==> src/rtl/mips_dmem_mmio.sv <==
// Data-side responder for the single-cycle mips core: word RAM, free-running
// timer with sticky compare flag, and a byte TX FIFO drained over valid/ready.
module mips_dmem_mmio #(
  parameter int RAM_WORDS  = 64,
  parameter int FIFO_DEPTH = 8
) (
  input  logic        clk,
  input  logic        reset,
  input  logic        memwrite,
  input  logic [31:0] addr,
  input  logic [31:0] writedata,
  output logic [31:0] readdata,
  output logic [7:0]  tx_data,
  output logic        tx_valid,
  input  logic        tx_ready
);
  localparam int AW = $clog2(RAM_WORDS);
  localparam int PW = $clog2(FIFO_DEPTH);
  localparam logic [31:0] A_TCOUNT = 32'hFFFF_0000;
  localparam logic [31:0] A_TCMP   = 32'hFFFF_0004;
  localparam logic [31:0] A_STATUS = 32'hFFFF_0008;
  localparam logic [31:0] A_TXDATA = 32'hFFFF_000C;
  localparam logic [PW:0] OCC_FULL = (PW + 1)'(FIFO_DEPTH);

  logic [31:0]   ram_q [RAM_WORDS];
  logic [7:0]    fifo_q [FIFO_DEPTH];
  logic [31:0]   tcount_q, tcount_d, tcmp_q, tcmp_d;
  logic          match_q, match_d, ovf_q, ovf_d;
  logic [PW-1:0] head_q, head_d, tail_q, tail_d;
  logic [PW:0]   count_q, count_d;
  logic          in_ram, full, empty, pop, push_req, push, wr_status;
  logic [AW-1:0] ram_idx;

  always_comb begin
    in_ram    = (addr[31:28] == 4'h0);
    ram_idx   = addr[AW+1:2];
    full      = (count_q == OCC_FULL);
    empty     = (count_q == '0);
    pop       = tx_valid && tx_ready;
    push_req  = memwrite && (addr == A_TXDATA);
    // A pop in the same cycle frees the slot the push needs.
    push      = push_req && (!full || pop);
    wr_status = memwrite && (addr == A_STATUS);

    tcount_d = (memwrite && addr == A_TCOUNT) ? writedata : tcount_q + 32'd1;
    tcmp_d   = (memwrite && addr == A_TCMP) ? writedata : tcmp_q;
    match_d  = (tcount_q == tcmp_q) || (match_q && !(wr_status && writedata[2]));
    ovf_d    = (push_req && full && !pop) || (ovf_q && !(wr_status && writedata[3]));

    head_d = pop  ? head_q + PW'(1) : head_q;
    tail_d = push ? tail_q + PW'(1) : tail_q;
    case ({push, pop})
      2'b10:   count_d = count_q + (PW + 1)'(1);
      2'b01:   count_d = count_q - (PW + 1)'(1);
      default: count_d = count_q;
    endcase
  end

  always_comb begin
    readdata = '0;
    if (in_ram) begin
      readdata = ram_q[ram_idx];
    end else begin
      case (addr)
        A_TCOUNT: readdata = tcount_q;
        A_TCMP:   readdata = tcmp_q;
        A_STATUS: readdata = {28'b0, ovf_q, match_q, empty, full};
        A_TXDATA: readdata = 32'(count_q);
        default:  readdata = '0;
      endcase
    end
  end

  assign tx_valid = !empty;
  assign tx_data  = fifo_q[head_q];

  always_ff @(posedge clk) begin
    if (reset) begin
      tcount_q <= '0;
      tcmp_q   <= '1;
      match_q  <= 1'b0;
      ovf_q    <= 1'b0;
      head_q   <= '0;
      tail_q   <= '0;
      count_q  <= '0;
    end else begin
      tcount_q <= tcount_d;
      tcmp_q   <= tcmp_d;
      match_q  <= match_d;
      ovf_q    <= ovf_d;
      head_q   <= head_d;
      tail_q   <= tail_d;
      count_q  <= count_d;
    end
  end

  // Storage arrays carry no reset; only the pointers define their contents.
  always_ff @(posedge clk) begin
    if (!reset && memwrite && in_ram) ram_q[ram_idx] <= writedata;
    if (!reset && push) fifo_q[tail_q] <= writedata[7:0];
  end
endmodule

==> config.mk <==
export PLATFORM = sky130hd
export DESIGN_NAME = mips_dmem_mmio
export DESIGN_NICKNAME = d
export VERILOG_FILES = /design/src/rtl/mips_dmem_mmio.sv
export SDC_FILE = /design/constraint.sdc
export NUM_CORES = 2
export LEC_CHECK = 0
export ABC_AREA = 1
export BUFFER_PORTS_ARGS = -buffer_cell sky130_fd_sc_hd__buf_2
export CELL_PAD_IN_SITES_DETAIL_PLACEMENT = 2
export CELL_PAD_IN_SITES_GLOBAL_PLACEMENT = 2
export CORE_ASPECT_RATIO = 1.75
export CORE_MARGIN = 5
export CORE_UTILIZATION = 30
export CTS_BUF_LIST = sky130_fd_sc_hd__clkbuf_8
export DETAILED_ROUTE_END_ITERATION = 8
export PLACE_DENSITY = 0.66
export SLEW_MARGIN = 5
export SYNTH_ARGS = -nofsm -noshare
export SYNTH_HDL_FRONTEND = slang
export SYNTH_SLANG_ARGS = --single-unit
==> constraint.sdc <==
create_clock -name clk -period 5.4 [get_ports clk]
set_input_delay 0 -clock clk [delete_from_list [all_inputs] [get_ports clk]]
set_output_delay 0 -clock clk [all_outputs]
set_load 0.02 [all_outputs]
==> flow_summary_export.csv <==
group,metric,value,unit
synthesis,netlist_instances,7360,
clock_network,clock_sinks,2191,
finish,fill_cells,30500,
clock_network,cts_buffer_depth,4,
min_path,min_from,"writedata[0]",
timing,relSlewSlack,15.9,%
timing,grt_setup_unrepaired,"no",
power_and_ir_drop,seqPwrFrac,54.9,%
timing,slew_violations,0,
timing,fmax,198,MHz
detailed_routing,drt-total-wl,355,mm
synthesis,avgSynthCellArea,11.8,um^2
power_and_ir_drop,swShare,26.1,%
clock_network,htree_levels,5,
detailed_routing,wire_per_inst,30.2,um
synthesis,ys_async_sr_fraction,0,%
timing,hold_viol_final,0,
power_and_ir_drop,p_leak,35.5,nW
detailed_routing,postRouteAntennaNets,0,
floorplanning,core,289000,um^2
finish,final_common_cell,"nand2_1",
synthesis,synth_seq_cells,2191,
global_route,grt_pass1_wl,501,mm
finish,final_core_util,34.6,%
setup_path,end_kind,"output port",
finish,syn_to_final_growth,14.7,%
floorplanning,dieArea,302000,um^2
global_route,grt.total_usage,23.0,%
setup_path,reg2regPathDepth,9,
finish,mostFrequentLayoutCells,"2564 x nand2_1, 2112 x edfxtp_1, 490 x inv_1",
detailed_routing,vias,61301,
place,port_buffers,108,
floorplanning,rows,261,
setup_path,worstPathRequired,5400,ps
detailed_routing,via_per_inst,5.21,
floorplanning,pin_count,109,
min_path,min_delay_worst_endpoint,"ram_q[27][0]",
global_route,grt_max_degree,128,
synthesis,syn_area,87100,um^2
detailed_routing,drtPass1Iterations,6,
setup_path,r2r_end,"tail_q[0]",
finish,drive_gt1_share,10.1,%
finish,fin_nets,7780,
timing,period_share,93.6,%
finish,stdcell_area,99900,um^2
setup_path,slowest_delay,900,ps
detailed_routing,drc,0,
synthesis,synth_top_cell_area_share,72.8,%
floorplanning,start_util,30.2,%
setup_path,path_buf_inv,7,
status,status,"completed",
synthesis,seq_area_frac_synth,74.6,%
synthesis,synthTopCellsByArea,"edfxtp_1 73%, nand2_1 11%, nand4_1 2.7%",
setup_path,arrival,5060,ps
setup_path,cp_top_family,"buffers and inverters",
clock_network,clock_latency,990,ps
power_and_ir_drop,combPwrFrac,8.0,%
timing,setup_ws,345,ps
timing,min_period,5060,ps
power_and_ir_drop,finalPower,34.0,mW
finish,multi_input_area,19600,um^2
global_route,grt_pass1_vias,68543,
clock_network,cts_root_buffer,"clkbuf_8",
synthesis,synth_nets,7432,
synthesis,synth_warnings,0,
global_route,grt_overflow,0,
setup_path,r2r_start,"count_q[0]",
synthesis,synth_edf_count,2112,
synthesis,synth_cell_types,36,
floorplanning,die_height,723,um
timing,fin_worst_skew,27.8,ps
clock_network,cts_tree,"built",
power_and_ir_drop,vdd_ir_drop_max,171,uV
job,cap_violations,0,
setup_path,path_class,"input pin to output port",
place,place_congestion,0.867,
detailed_routing,first_iter_violations,4753,
setup_path,crit_path_start_kind,"input pin",
power_and_ir_drop,clkPwrFrac,37.0,%
setup_path,cp_max_fo,22,
min_path,holdCritPathClass,"input pin to flop",
clock_network,clk_pin_slew,70,ps
place,dp_hpwl,218,mm
clock_network,numCtsBuffers,325,
timing,worst_slew_pin_slew,1260,ps
power_and_ir_drop,power_per_cell_area,341,nW/um^2
synthesis,synth_flop_cell,"edfxtp_1",
clock_network,post_cts_buffers,0,
global_route,antenna_found_initial,19,
setup_path,worstPathCellList,"dlygate4sd3_1 -> buf_2 -> nand2_1 -> dlygate4sd3_1 -> nor2_1 -> dlygate4sd3_1 -> nand2_1 -> dlygate4sd3_1 -> nor2_2 -> nand2_1 -> nor3_4 -> buf_4 -> a22oi_1 -> nand2_1 -> buf_2",
floorplanning,die_w,417,um
place,dp_slack,1450,ps
finish,regArea,65000,um^2
min_path,worstHoldPathCells,2,
synthesis,yosysTopAreaCell,"edfxtp_1",
power_and_ir_drop,p_int,25.1,mW
setup_path,r2r_slack,2390,ps
timing,finalSetupViolations,0,
place,dpl-instance-area,93500,um^2
timing,fin_tns_setup,0,ps
setup_path,critPathSlowestCell,"nor3_4",
power_and_ir_drop,p_switching,8.89,mW
-- logic make-up (layout without fill, tap and decap cells) --
| kind of cell | Yosys count | after routing | share of synthesized area (%) |
|---|---|---|---|
| AOI/OAI and AO/OA | 649 | 649 | 3.89 |
| adders and majority gates | 4 | 4 | 0.0574 |
| buffers and inverters | 794 | 1371 | 3.54 |
| other | 0 | 9 | 0 |
| DFF | 2191 | 2191 | 74.6 |
| and+or+nand+nor | 3676 | 3676 | 17.5 |
| xor gates and xnor gates | 46 | 46 | 0.462 |
-- sequential cells by signal, summed over array words and instances (netlist names), named ones only --
| name | flops |
|---|---|
| count_q | 4 |
| fifo_q | 64 |
| head_q | 3 |
| match_q | 1 |
| ovf_q | 1 |
| ram_q | 2048 |
| tail_q | 3 |
| tcmp_q | 32 |
| tcount_q | 32 |
-- repair_timing --
item / 4_1_cts / 5_1_grt
gates resized for setup: 0 / 0
hold buffers: 75 / 0
hold endpoints to repair: 2091 / 0
-- power by group through the flow --
stage | clock [mW] | combinational, mW | sequential (mW)
2_1_floorplan | 0 | 1.21 | 19.0
3_3_place_gp | 0 | 2.62 | 19.1
3_5_place_dp | 0 | 2.71 | 19.1
4_1_cts | 12.9 | 2.77 | 18.7
5_1_grt | 13.6 | 2.90 | 18.7
6_report | 12.6 | 2.73 | 18.7
-- final cells by class --
type,count,share of cell area [%]
flip-flops and latches,2191,65.0
clock buffers,337,4.64
multi-input cells,4375,19.6
well taps,3813,4.77
repair buffers,398,3.32
diodes,9,0.0225
inverters,417,1.59
clock inverters,219,1.00
-- through the flow --
stage,cells,hold WS (ps)
2_1_floorplan,7360,69.1
3_3_place_gp,11118,310
3_5_place_dp,11119,317
4_1_cts,11750,12.2
5_1_grt,11754,96.1
6_report,11759,116
-- metal layers --
metal	wire, um	track usage, %	vias to the layer above
li1	-	-	26213
met1	130000	24.8	32511
met2	185000	42.8	1866
met3	14800	2.74	705
met4	25000	13.8	6
met5	30	0	-
-- how the worst max path moves through the flow --
| stage | startpoint | to | slack [ps] | cells past startpoint |
|---|---|---|---|---|
| 6_report | addr[26] | readdata[18] | 340 | 15 |
| 5_1_grt | addr[26] | readdata[18] | 160 | 15 |
| 4_1_cts | addr[26] | readdata[18] | 400 | 15 |
| 3_5_place_dp | addr[2] | readdata[4] | 1450 | 15 |
| 3_3_place_gp | addr[6] | ram_q[15][6] | 1400 | 5 |
| 2_1_floorplan | addr[2] | ram_q[40][0] | 1600 | 6 |
-- cell usage after synthesis, types with 2 or more instances --
master,number
a21oi_1,382
a22oi_1,36
a31oi_1,14
buf_1,60
buf_2,78
clkbuf_1,238
clkinv_1,4
dfxtp_1,79
edfxtp_1,2112
ha_1,4
inv_1,401
inv_2,11
nand2_1,2565
nand3_1,284
nand4_1,379
nor2_1,397
nor2_2,4
nor2_4,2
nor3_1,30
nor3_2,3
nor4_1,4
o2111ai_1,2
o211ai_1,4
o21ai_0,61
o21ai_1,141
o22ai_1,8
or2_2,4
xnor2_1,31
xor2_1,15
-- worst register-to-register path, delay by kind of cell, from the launching register on --
family | cells | cell delay (ps)
buf+inv | 3 | 1290
simple gates | 5 | 1140
flops | 1 | 380
compound gates | 1 | 110
No activity file was read; power rests on OpenSTA's default activity.
